**src/rtl/regfile_pkg.sv**
```systemverilog
// Shared sizing defaults and address helpers for the scoreboarded register file.
package regfile_pkg;

    localparam int XLEN_DEF   = 32;
    localparam int NREGS_DEF  = 32;
    localparam int NUM_RD_DEF = 2;

    // Register 0 is hardwired: reads return zero, writes and issues are dropped.
    localparam int REG_ZERO = 0;

    function automatic int addr_width(input int nregs);
        return (nregs > 1) ? $clog2(nregs) : 1;
    endfunction

    localparam int AW_DEF = addr_width(NREGS_DEF);

endpackage

```
**src/rtl/rf_read_port.sv**
```systemverilog
// One combinational read port: register select, same-cycle write forwarding and busy select.
module rf_read_port
    import regfile_pkg::*;
#(
    parameter int XLEN   = XLEN_DEF,
    parameter int NREGS  = NREGS_DEF,
    parameter bit BYPASS = 1'b1,
    localparam int AW    = addr_width(NREGS)
) (
    input  logic [AW-1:0]               raddr,
    input  logic [NREGS-1:0][XLEN-1:0]  regs,
    input  logic [NREGS-1:0]            busy,
    input  logic                        wr_fwd,
    input  logic [AW-1:0]               waddr,
    input  logic [XLEN-1:0]             wdata,
    output logic [XLEN-1:0]             rdata,
    output logic                        rbusy
);

    logic hit;

    // wr_fwd is already qualified by the top (non-zero address, not in reset).
    if (BYPASS) begin : g_bypass
        assign hit = wr_fwd && (waddr == raddr);
    end else begin : g_no_bypass
        logic unused_fwd;
        assign unused_fwd = ^{wr_fwd, waddr, wdata};
        assign hit        = 1'b0;
    end

    always_comb begin
        rdata = regs[raddr];
        rbusy = busy[raddr];
        if (hit) begin
            rdata = wdata;
            rbusy = 1'b0;
        end
    end

endmodule

```
**src/rtl/regfile_sb.sv**
```systemverilog
// Multi-port integer register file with write bypass and a per-register busy scoreboard.
module regfile_sb
    import regfile_pkg::*;
#(
    parameter int XLEN   = XLEN_DEF,
    parameter int NREGS  = NREGS_DEF,
    parameter int NUM_RD = NUM_RD_DEF,
    parameter bit BYPASS = 1'b1,
    localparam int AW    = addr_width(NREGS)
) (
    input  logic                     clk,
    input  logic                     rst_n,
    input  logic [NUM_RD*AW-1:0]     raddr,
    output logic [NUM_RD*XLEN-1:0]   rdata,
    output logic [NUM_RD-1:0]        rbusy,
    input  logic                     we,
    input  logic [AW-1:0]            waddr,
    input  logic [XLEN-1:0]          wdata,
    input  logic                     iss_en,
    input  logic [AW-1:0]            iss_addr,
    output logic                     any_busy
);

    logic [XLEN-1:0]            regs_q [1:NREGS-1];
    logic [NREGS-1:1]           busy_q;
    logic [NREGS-1:0][XLEN-1:0] reg_view;
    logic [NREGS-1:0]           busy_view;
    logic                       wr_ok;
    logic                       iss_ok;
    logic                       wr_fwd;

    assign wr_ok  = we && (waddr != AW'(REG_ZERO));
    assign iss_ok = iss_en && (iss_addr != AW'(REG_ZERO));
    // Forwarding is suppressed in reset so every read port shows zero.
    assign wr_fwd = wr_ok && rst_n;

    // Issue is applied after the write so a same-cycle issue leaves the register busy.
    always_ff @(posedge clk or negedge rst_n) begin
        if (!rst_n) begin
            for (int i = 1; i < NREGS; i++) begin
                regs_q[i] <= '0;
            end
            busy_q <= '0;
        end else begin
            if (wr_ok) begin
                regs_q[waddr] <= wdata;
                busy_q[waddr] <= 1'b0;
            end
            if (iss_ok) begin
                busy_q[iss_addr] <= 1'b1;
            end
        end
    end

    always_comb begin
        reg_view = '0;
        for (int i = 1; i < NREGS; i++) begin
            reg_view[i] = regs_q[i];
        end
    end

    assign busy_view = {busy_q, 1'b0};
    assign any_busy  = |busy_q;

    for (genvar g = 0; g < NUM_RD; g++) begin : g_rd
        rf_read_port #(
            .XLEN   (XLEN),
            .NREGS  (NREGS),
            .BYPASS (BYPASS)
        ) u_port (
            .raddr  (raddr[g*AW +: AW]),
            .regs   (reg_view),
            .busy   (busy_view),
            .wr_fwd (wr_fwd),
            .waddr  (waddr),
            .wdata  (wdata),
            .rdata  (rdata[g*XLEN +: XLEN]),
            .rbusy  (rbusy[g])
        );
    end

endmodule

```
**config.mk**
```make
export PLATFORM = sky130hd
export DESIGN_NAME = regfile_sb
export DESIGN_NICKNAME = d
export VERILOG_FILES = /design/src/rtl/regfile_pkg.sv /design/src/rtl/rf_read_port.sv /design/src/rtl/regfile_sb.sv
export SDC_FILE = /design/constraint.sdc
export NUM_CORES = 2
export LEC_CHECK = 0
export CORE_ASPECT_RATIO = 1.4
export CORE_MARGIN = 5
export CORE_UTILIZATION = 40
export DETAILED_ROUTE_END_ITERATION = 10
export PLACE_DENSITY = 0.64
export SLEW_MARGIN = 20
export SYNTH_ARGS = -nofsm -noshare
export SYNTH_HDL_FRONTEND = slang
export SYNTH_HIERARCHICAL = 1
export SYNTH_SLANG_ARGS = --single-unit
```
**constraint.sdc**
```tcl
create_clock -name clk -period 2.39 [get_ports clk]
set_input_delay 0.478 -clock clk [delete_from_list [all_inputs] [get_ports clk]]
set_output_delay 0.478 -clock clk [all_outputs]
set_load 0.01 [all_outputs]
```
=== Word-level counts from Yosys, hierarchy flattened ===
Index checks and enable logic that the tools add are counted.

* Register bits: 1,023
* Input port bits: 56
* Output and inout bits: 67
* Word-level logic and storage cells: 78

* Order comparisons: 8
* Eq/ne operators: 2
* Mux-type cells: 21
* Bitwise logic cells: 4
* Reductions and logical operators: 11

{| class="wikitable"
|+ Operators with widths
! kind !! count
|-
| 992-bit bitwise mux || 1
|-
| 32-bit binary-select mux with 5-bit select || 2
|-
| 32-bit demux with 5-bit select || 1
|-
| 32-bit two-way mux || 5
|-
| 31-bit two-way mux || 2
|-
| 31-bit AND || 1
|-
| 31-bit NOT || 1
|-
| 31-bit bitwise OR || 1
|-
| 31-bit OR reduction || 1
|-
| 5-bit by 6-bit < comparator with 1-bit output (second input constant) || 4
|-
| 1-bit binary-select mux with 5-bit select || 2
|-
| 1-bit demux with 5-bit select || 2
|-
| 5-bit equality test || 2
|-
| 5-bit by 1-bit greater-or-equal comparator with 1-bit output (second input constant) || 2
|-
| 5-bit nonzero test || 2
|-
| 1-bit logical AND || 8
|-
| 6-bit greater-or-equal comparator (second input constant) || 1
|-
| 6-bit by 1-bit < comparator with 1-bit output (second input constant) || 1
|-
| 1-bit two-way mux || 6
|-
| 5-bit NOT with 6-bit output || 1
|}

=== Depth between registers and ports, before layout ===
* Depth after elaboration: 9
* Gate-level depth with buffers: 8
* Mapped depth without buffers: 5

=== By module ===
The synthesis kept the hierarchy.

{| class="wikitable"
|+ Modules (own cells, without submodules)
! module !! times used !! cells an instance !! area an instance (µm²) !! sequential area each (µm²)
|-
| regfile_sb || 1 || 2,334 || 38,694.6 || 25,599.6
|-
| rf_read_port || 2 || 1,120 || 9,220.1 || 0.0
|}

=== Worst setup path before layout ===
No wires, ideal clock.

* Kind: input to output
* From: input port waddr[4]
* To: output port rdata[10]
* Arrival time: 1.884 ns
* Setup slack: 0.028 ns
* Cell stages on the path: 5
* Path buffers: 1
* Path through: nor3_1 > a21oi_1 > nand3_1 > buf_2 > mux2_2

* Longest elaborated chain between the ends: 5

{| class="wikitable"
|+ RTL lines
! what !! RTL line !! text
|-
| start, declared || regfile_sb.sv:17 || <nowiki>input logic [AW-1:0] waddr,</nowiki>
|-
| 5-bit nonzero test || regfile_sb.sv:32 || <nowiki>assign wr_ok = we && (waddr != AW'(REG_ZERO));</nowiki>
|-
| 1-bit logical AND || regfile_sb.sv:32 ||
|-
| 1-bit logical AND || regfile_sb.sv:35 || <nowiki>assign wr_fwd = wr_ok && rst_n;</nowiki>
|-
| net wr_fwd || regfile_sb.sv:30 || <nowiki>logic wr_fwd;</nowiki>
|-
| 1-bit logical AND || rf_read_port.sv:24 || <nowiki>assign hit = wr_fwd && (waddr == raddr);</nowiki>
|-
| 32-bit two-way mux || rf_read_port.sv:34 || <nowiki>if (hit) begin</nowiki>
|-
| end, declared || regfile_sb.sv:14 || <nowiki>output logic [NUM_RD*XLEN-1:0] rdata,</nowiki>
|}

The timed path passes the listed nets, and every way through them passes these cells.

=== Worst setup path in the final report ===
* From: register regs_q, in the netlist reg_view[271]
* To: output port rdata[15]

* Longest elaborated chain between the ends: 3

{| class="wikitable"
|+ RTL lines
! what !! RTL line !! text
|-
| start, declared || regfile_sb.sv:24 || <nowiki>logic [XLEN-1:0] regs_q [1:NREGS-1];</nowiki>
|-
| start signal, assigned by index || regfile_sb.sv:46 || <nowiki>regs_q[waddr] <= wdata;</nowiki>
|-
| 32-bit binary-select mux with 5-bit select || rf_read_port.sv:32 || <nowiki>rdata = regs[raddr];</nowiki>
|-
| 32-bit two-way mux (implied by the code) || rf_read_port.sv:32 ||
|-
| 32-bit two-way mux || rf_read_port.sv:34 ||
|}

No other way between the ends. The select of a mux whose other input is x is not followed.

==> out/results.md <==
- **Die Width** 329 microns
- **placed wire-length estimate after detailed placement** 129 mm
- **maximum clock path buffer count** 3
- **Synth Area in Simple Gates** 0.0184
- **Register-to-Register Setup Slack** 1420 ps
- **layout overhead on the synthesized area** 33.3%
- **Buffers & Inverters on Critical Path** 2
- **Pleak** 34.9 nW
- **shortest clock period the worst path allows after layout** 2940 ps
- **share of synthesized area spent on multiplexers** 0.395
- **Least-Margin Pin Slew** 965 ps
- **quantity of I/O buffers inserted on ports** 122
- **max-slew violation total from the final report** 0
- **number of placement rows** 164
- **first-pass GRT wire length** 310 mm
- **post-synthesis compound-gate area fraction** 0.0949
- **final standard cell utilization of the core** 0.535
- **type of element launching the critical path** register
- **placed instance area** 0.0661 sq mm
- **met1 usage** 0.332
- **FF-to-FF End** busy_q[11]
- **Max rail drop VDD** 0.723 mV
- **maximum capacitance violations** 0
- **clock buffer count from CTS** 105
- **antenna-violating nets left** 0
- **number of non-filler instances in the completed layout** 7276
- **Slowest cell on crit path** nor4_4
- **highest cell delay on the worst timing path** 430 ps
- **cell types with the largest area share after synthesis** dfrtp_1, mux2_2, mux2i_1, a22oi_1, a21oi_1
- **top-area cell type share of the netlist area** 0.448
- **number of H-tree levels** 3
- **number of synthesized flops with an enable pin** 0
- **unrepaired setup endpoints after global routing** true
- **worst max-slew margin expressed relative to the limit** 0.357
- **setup TNS** -27310 ps
- **maximum net fanout on the critical path** 3
- **Most Crowded Layer GR** met2
- **total core area** 0.142 sq mm
- **post-route DRC violation count** 0
- **clock tree from TritonCTS** built
- **ratio of routed vias to standard cells** 6.10
- **Reg2Reg Depth** 3
- **type of element capturing the critical path** output pin
- **power per unit of standard cell area** 721 mW/mm^2
- **weighted congestion reported at the end of routability-driven placement** 0.859
- **most common library cell in the layout ignoring fill and taps** dfrtp_1
- **Final Hold Viols** 0
- **post-synthesis area per instance** 12.5 sq um
- **worst setup slack before clock tree synthesis** -1900 ps
- **worst reg2reg startpoint** busy_q[11]
- **Syn Inst Count** 4574
- **number of storage elements in the synthesis netlist** 1023
- **arrival time at the worst endpoint** 2460 ps
- **crit path cell chain** mux2i_1, a22oi_2, a21oi_2, nor4_4, buf_4, mux2_4, buf_6
- **result of the run** finished, violations left
- **total placed cells including tap cells** 6871
- **count of vias placed by the detailed router** 44400
- **clock latency of the later-clocked register in the worst-skew pair** 730 ps
- **leading area contributor after synthesis** dfrtp_1
- **number of distinct library cells after synthesis** 37
- **initial antenna violation count** 2
- **fill cell count** 11900
- **number of top-level design ports** 123
- **main combinational cell family by area after synthesis** multiplexers
- **met3 track demand over resource** 0.0466
- **Most used DFF post-synth** dfrtp_1
- **Post-Route Skew** 0 ps
- **Required @ worst endpoint** 1910 ps
- **synthesized area** 0.0571 sq mm
- **share of synthesized registers carrying an async set or reset** 1.00
- **Final #Nets** 5338
- **fraction of the yosys area taken by sequential cells** 0.448
- **post-synthesis share of cell area spent on full adders, half adders and majority gates** 0
- **share of post-route cells with drive strength above 1** 0.507
- **type of the setup path with the least slack** register to output pin
- **Wirelength per Cell** 29.4 microns
- **Final setup violation count** 67
- **minimum setup slack in the final design** -547 ps
- **worst hold path type** input pin to asynchronous set/reset pin
- **maximum number of pins on one net before global-route repair** 174
- **DRT iter0 DRCs** 4003
- **synth warn** 6
- **Num Clock Sinks** 1023
- **via count of the first global-routing pass** 45900
- **commonest cells after routing, fill and taps aside** dfrtp_1, mux2_2, mux2i_1
- **GRT met2 Usage** 0.456
- **clock-pin transition on the worst setup and hold timing paths** 70 ps
- **GR Util All Layers** 0.275
- **fraction of synthesized cell area in xor and xnor cells** 0.00153
- **total wirelength of the detailed-routed design** 214 mm
- **global-route congestion overflow total** 0
- **maximum operating frequency** 340 MHz
- **violated checks** setup timing
- **Die Y-Extent** 457 microns
- **root buf cell** clkbuf_16
- **cell type group with the largest total delay on the critical path** simple AND/OR/NAND/NOR gates
- **Starting Density** 0.401
- **full die area** 0.151 sq mm
- **number of detailed-routing iterations run before antenna repair** 7
- **crit share post-route** 1.23
- **cell area after layout** 0.0762 sq mm
==> power by group <==
part | total (mW) | switching, mW | internal, mW
Sequential | 23.5 | 2.71 | 20.7
Clock | 17.1 | 7.34 | 9.79
Combinational | 14.3 | 6.41 | 7.88
Total | 54.9 | 16.5 | 38.4
==> synth_stat cells, types with 4 or more instances <==
cell and instances:
nand2_2 15, o21ai_0 32, nor3b_1 5, nand3b_1 11
mux2_2 1048, a22oi_1 512, nor4_1 73, a21oi_1 257
nand2_1 6, nor2_4 4, nor2_1 16, mux2i_1 1024
xor2_1 8, buf_4 70, buf_2 130, dfrtp_1 1023
a22o_1 15, mux2_1 8, nand2b_1 5, buf_1 32
nand3_1 8, nor2b_1 5, buf_6 32, mux4_2 20
clkbuf_1 193
==> state kept, by name, indices dropped and copies added (netlist names) <==
name and flops:
busy_q 31, reg_view 992
==> area by class of cell <==
type	instances	area [sq um]	area share
clock buffer	156	3130	0.0411
timing repair buffer	991	12300	0.161
tap	1909	2390	0.0314
sequential	1023	25600	0.336
multi-input combinational	3161	32400	0.425
clock inverter	35	399	0.00524
antenna	1	2.50	0.0000329
==> cell families after synthesis <==
group	count (synthesis)
buf+inv	457
other cells	1
flops	1023
compound gates	816
mux	2100
simple gates	167
xor+xnor	10
==> timing repair <==
action / CTS / global route
hold buffers: 1 / 0
gates resized for setup: 954 / 272
setup buffers: 139 / 62
cloned: 40 / 8
hold endpoints to repair: 51 / 0
pin swaps: 247 / 202
setup endpoints to repair: 67 / 350
==> stage by stage <==
| step | hold slack (ps) | total power, mW |
|---|---|---|
| 2_1_floorplan | 182 | 30.6 |
| 3_3_place_gp | 489 | 35.2 |
| 3_5_place_dp | 498 | 35.7 |
| 4_1_cts | 435 | 54.2 |
| 5_1_grt | 443 | 57.1 |
| 6_report | 434 | 54.9 |
==> worst reg2reg max path, delay by kind of cell, from the launching register on <==
family	cells	cell delay [ps]
AO/OA/AOI/OAI	1	190
buffers and inverters	2	270
flip-flops	1	410
==> worst max path at each step <==
stage                        from        end  slack [ps]  cells past startpoint
global route        reg_view[529]  rdata[49]        -590                      8
floorplan                waddr[4]  rdata[10]          30                      5
finish              reg_view[271]  rdata[15]        -550                      7
CTS                    busy_q[11]   rbusy[0]        -580                      5
global placement         raddr[7]  rdata[49]       -1960                      9
detailed placement       raddr[7]  rdata[49]       -1900                      9
==> layer usage <==
layer  vias to the layer above  part of all wire
met4                         2             0.076
met1                     23000              0.38
li1                      18700                 -
met5                         -          0.000079
met2                      1896              0.48
met3                       743             0.065
Note: power is estimated with default switching activity, not from simulation.
